## src/rtl/dist_1x2_simple_seq.sv

```systemverilog
// Sequential 1-to-2 distributor: routes one input word stream to the low,
// high or both branches, or alternately between them via a round-robin bit.
//
// Ports:
//   clk, rst_n   : clock, asynchronous active-low reset
//   i_valid      : input word valid
//   i_data_bus   : input word
//   i_en         : block enable; when low, outputs go invalid and data holds
//   i_cmd        : routing command, bits [1:0] decoded
//                  (00 low, 01 high, 10 broadcast, 11 alternate)
//   o_valid      : per-branch valid, [1] high, [0] low
//   o_data_bus   : {high word, low word}, all outputs registered
module dist_1x2_simple_seq #(
    parameter int DATA_WIDTH    = 32,
    parameter int COMMAND_WIDTH = 2
) (
    input  logic                     clk,
    input  logic                     rst_n,
    input  logic                     i_valid,
    input  logic [DATA_WIDTH-1:0]    i_data_bus,
    input  logic                     i_en,
    input  logic [COMMAND_WIDTH-1:0] i_cmd,
    output logic [1:0]               o_valid,
    output logic [2*DATA_WIDTH-1:0]  o_data_bus
);

    typedef enum logic [1:0] {
        CMD_LOW   = 2'b00,
        CMD_HIGH  = 2'b01,
        CMD_BCAST = 2'b10,
        CMD_ALT   = 2'b11
    } cmd_e;

    logic [1:0]            valid_q, valid_d;
    logic [DATA_WIDTH-1:0] lo_q, lo_d;
    logic [DATA_WIDTH-1:0] hi_q, hi_d;
    logic                  rr_q, rr_d;
    cmd_e                  cmd;

    assign cmd = cmd_e'(i_cmd[1:0]);

    always_comb begin
        // Disabled cycles: drop valid, keep data and pointer.
        valid_d = 2'b00;
        lo_d    = lo_q;
        hi_d    = hi_q;
        rr_d    = rr_q;
        if (i_en) begin
            // Enabled: any branch not written below carries zero.
            lo_d = '0;
            hi_d = '0;
            if (i_valid) begin
                unique case (cmd)
                    CMD_LOW: begin
                        valid_d = 2'b01;
                        lo_d    = i_data_bus;
                    end
                    CMD_HIGH: begin
                        valid_d = 2'b10;
                        hi_d    = i_data_bus;
                    end
                    CMD_BCAST: begin
                        valid_d = 2'b11;
                        lo_d    = i_data_bus;
                        hi_d    = i_data_bus;
                    end
                    CMD_ALT: begin
                        rr_d = ~rr_q;
                        if (rr_q) begin
                            valid_d = 2'b10;
                            hi_d    = i_data_bus;
                        end else begin
                            valid_d = 2'b01;
                            lo_d    = i_data_bus;
                        end
                    end
                    default: begin
                        valid_d = 2'b00;
                    end
                endcase
            end
        end
    end

    always_ff @(posedge clk or negedge rst_n) begin
        if (!rst_n) begin
            valid_q <= 2'b00;
            lo_q    <= '0;
            hi_q    <= '0;
            rr_q    <= 1'b0;
        end else begin
            valid_q <= valid_d;
            lo_q    <= lo_d;
            hi_q    <= hi_d;
            rr_q    <= rr_d;
        end
    end

    assign o_valid    = valid_q;
    assign o_data_bus = {hi_q, lo_q};

endmodule

```

## config.mk

```make
export PLATFORM = sky130hd
export DESIGN_NAME = dist_1x2_simple_seq
export DESIGN_NICKNAME = d
export VERILOG_FILES = /design/src/rtl/dist_1x2_simple_seq.sv
export SDC_FILE = /design/constraint.sdc
export NUM_CORES = 1
export LEC_CHECK = 0
export CORE_MARGIN = 3
export CORE_UTILIZATION = 46
export CTS_CLUSTER_DIAMETER = 80
export DETAILED_ROUTE_END_ITERATION = 7
export PLACE_DENSITY_LB_ADDON = 0.2
export SLEW_MARGIN = 20
export SYNTH_ARGS = -nofsm -noshare
export SYNTH_HDL_FRONTEND = slang
export SYNTH_SLANG_ARGS = --single-unit
```

## constraint.sdc

```tcl
create_clock -name clk -period 3.2 [get_ports clk]
set_input_delay 0.32 -clock clk [delete_from_list [all_inputs] [get_ports clk]]
set_output_delay 0.32 -clock clk [all_outputs]
set_load 0.05 [all_outputs]
```

==> results.yml <==
outcome:
  outcome: "finished clean"
power_and_ir_drop:
  leakage_uw: 0.00171
  p_comb_share_pct: 22.3
  sequentialPowerShare_pct: 43.6
  ir_worst_vdd_mv: 0.342
  powerDensity_nw_per_um2: 577
  pwr-share-clk_pct: 34.1
  p_int_uw: 1520
  p_switching_uw: 649
  p_sw_share_pct: 29.9
logic_synthesis:
  async_flop_share_pct: 100
  synth-main-ff-cell: "dfrtp_1"
  ys_seq_elements: 67
  synth_most_common_cell: "dfrtp_1"
  ys_top_cells_by_area: "dfrtp_1, a22o_1, buf_6, ha_1, clkbuf_1"
  yosys-top-cells-count: "dfrtp_1, a22o_1, buf_6, clkbuf_1, ha_1"
  ys_warn_count: 0
  netlist_area_um2: 2510
  synthCells: 167
  synth_area_leader_cell: "dfrtp_1"
  synth_top_area_share_pct: 66.8
  synth-edff-count: 0
  avgSynthCellArea_um2: 15.0
  yosys.cell_types.count: 20
  ys_seq_area_share_pct: 66.8
  syn_nets: 210
grt:
  antenna_found_initial: 0
  grt_pass1_wl_mm: 9.95
  grt_overflow: 0
  grt_use_total_pct: 20.4
  grt_pass1_vias: 1911
  grt_max_degree: 65
place:
  globalplace.congestion: 0.717
  dp.cells: 331
  dpl_worst_slack_ps: 766
  port_buffers: 103
  dp_hpwl_mm: 4.05
  place_area_um2: 3550
floorplan:
  core_area_um2: 5200
  die_h_um: 79.9
  die_area_um2: 6380
  start_util_pct: 48.2
  ios: 104
  fp-row-count: 26
  fp.dieW_um: 79.9
cts:
  numClockSinks: 67
  hold_buffers: 0
  post_cts_resized: 0
  cts-htree-levels: 3
  tritoncts: "done"
  clk_latency_ps: 320
  cts_setup_buffers: 0
  cts.path.max_buffers: 2
  cts_buffers: 9
  clk_pin_slew_ps: 70
  root_buffer: "clkbuf_8"
detailed_routing:
  vias: 1851
  via_per_inst: 5.33
  final_antenna_net_count: 0
  top_layer: "met4"
  wl_mm: 5.96
  drc: 0
  drt_iter0_drc: 77
  wl_met2_mm: 2.82
  drt_pass1_iterations: 4
  wl_met1_mm: 2.72
  wl_per_cell_um: 17.2
  dr_wl_met3_um: 377
layout:
  antennaDiodeCount: 0
  fin_area_um2: 3760
  area_delta_synth_final_pct: 50.0
  fin_cells: 347
  fin_nets: 315
  drive_above_1_share_pct: 8.66
timing:
  fmax_mhz: 474
  period_share_pct: 65.9
  rsz0062_at_grt: "no"
  worst_pin_slew_ps: 663
  skew_ps: 4.65
  hold_violations: 0
  setup_tns_ps: 0
  slew_violations: 0
  maxSlewHeadroom_pct: 55.8
  fin_ws_ps: 1090
  post-route-min-period_ps: 2110
  finalSetupViolCount: 0
setup_path:
  slowest_stage: "clkdlybuf4s50_1"
  path_class: "in -> reg"
  critPathLaunchType: "input pin"
  endpoint_kind: "flop"
  cp.required_ps: 3460
  cp_max_fo: 18
  crit_arrival_ps: 2370
  path_cells: "clkdlybuf4s50_1 -> inv_1 -> ha_1 -> a21oi_1 -> nor3_4 -> buf_4 -> a22o_1"
  crit_path_max_incr_delay_ps: 580
hold_path:
  hold_class: "in -> async"
flow_run:
  drv_cap: 0
## worst paths after layout
kind	start	endpoint	cells past startpoint	slack, ps
min reg2reg	lo_q[13]	lo_q[13]	1	510
max reg2reg	rr_q	hi_q[15]	4	1590
min	rst_n	lo_q[27]	1	30
min in group clk	lo_q[13]	lo_q[13]	1	510
max	i_cmd[1]	hi_q[15]	7	1090
max in group asynchronous	rst_n	lo_q[13]	2	2260
## flip-flops by register name, summed over array words and instances, names as in the netlist
signal	count
lo_q	32
o_valid	2
rr_q	1
hi_q	32
## placed cells by master (no fill, tap or decap), drive strengths merged, types with 2 or more instances in the layout
cell type	count
clkdlybuf4s50	102
dfrtp	67
a22o	63
clkbuf	10
ha	5
clkinv	5
a21oi	4
buf	4
inv	3
bufinv	2
nand2	2
nor3	2
## cells by family (layout without fill, tap and decap cells)
| logic type | count (synthesis) | in the layout | share of synthesized area [%] |
|---|---|---|---|
| compound gates | 70 | 70 | 23.9 |
| flops | 67 | 67 | 66.8 |
| buf+inv | 16 | 126 | 4.19 |
| simple gates | 8 | 8 | 2.19 |
| fa+ha+maj | 5 | 5 | 2.49 |
| xor+xnor | 1 | 1 | 0.349 |
## power groups by stage
stage | registers, uW | clock network, uW | logic, uW
2_1_floorplan | 1150 | 0 | 98.1
3_3_place_gp | 962 | 0 | 483
3_5_place_dp | 962 | 0 | 488
4_1_cts | 948 | 752 | 489
5_1_grt | 956 | 788 | 511
6_report | 948 | 740 | 485
## area by class of cell
| type | count | area, um^2 |
|---|---|---|
| clock buffers | 10 | 128 |
| clock inverters | 6 | 80.1 |
| fillers | 374 | 1440 |
| inverters | 4 | 15.0 |
| multi-input cells | 84 | 727 |
| flip-flops and latches | 67 | 1680 |
| well taps | 70 | 87.6 |
| repair buffers | 106 | 1050 |
## per-layer routing
| layer | global-route usage (%) | vias to the layer above |
|---|---|---|
| li1 | - | 854 |
| met1 | 28.6 | 920 |
| met2 | 31.6 | 73 |
| met3 | 4.29 | 4 |
| met4 | 7.09 | 0 |
| met5 | 0 | - |
## per-stage QoR
step | hold slack [ps] | power [uW] | utilization [%]
2_1_floorplan | 24.4 | 1250 | -
3_3_place_gp | 382 | 1440 | 68.3
3_5_place_dp | 384 | 1450 | 68.3
4_1_cts | 31.4 | 2190 | 72.3
5_1_grt | 67.5 | 2260 | 72.3
6_report | 26.4 | 2170 | 72.3
## critical path: cells and delay by family
kind	cells	cell delay, ps
fa+ha+maj	1	290
buf+inv	3	1040
compound gates	2	220
simple gates	1	490
No activity file was read; power rests on OpenSTA's default activity.
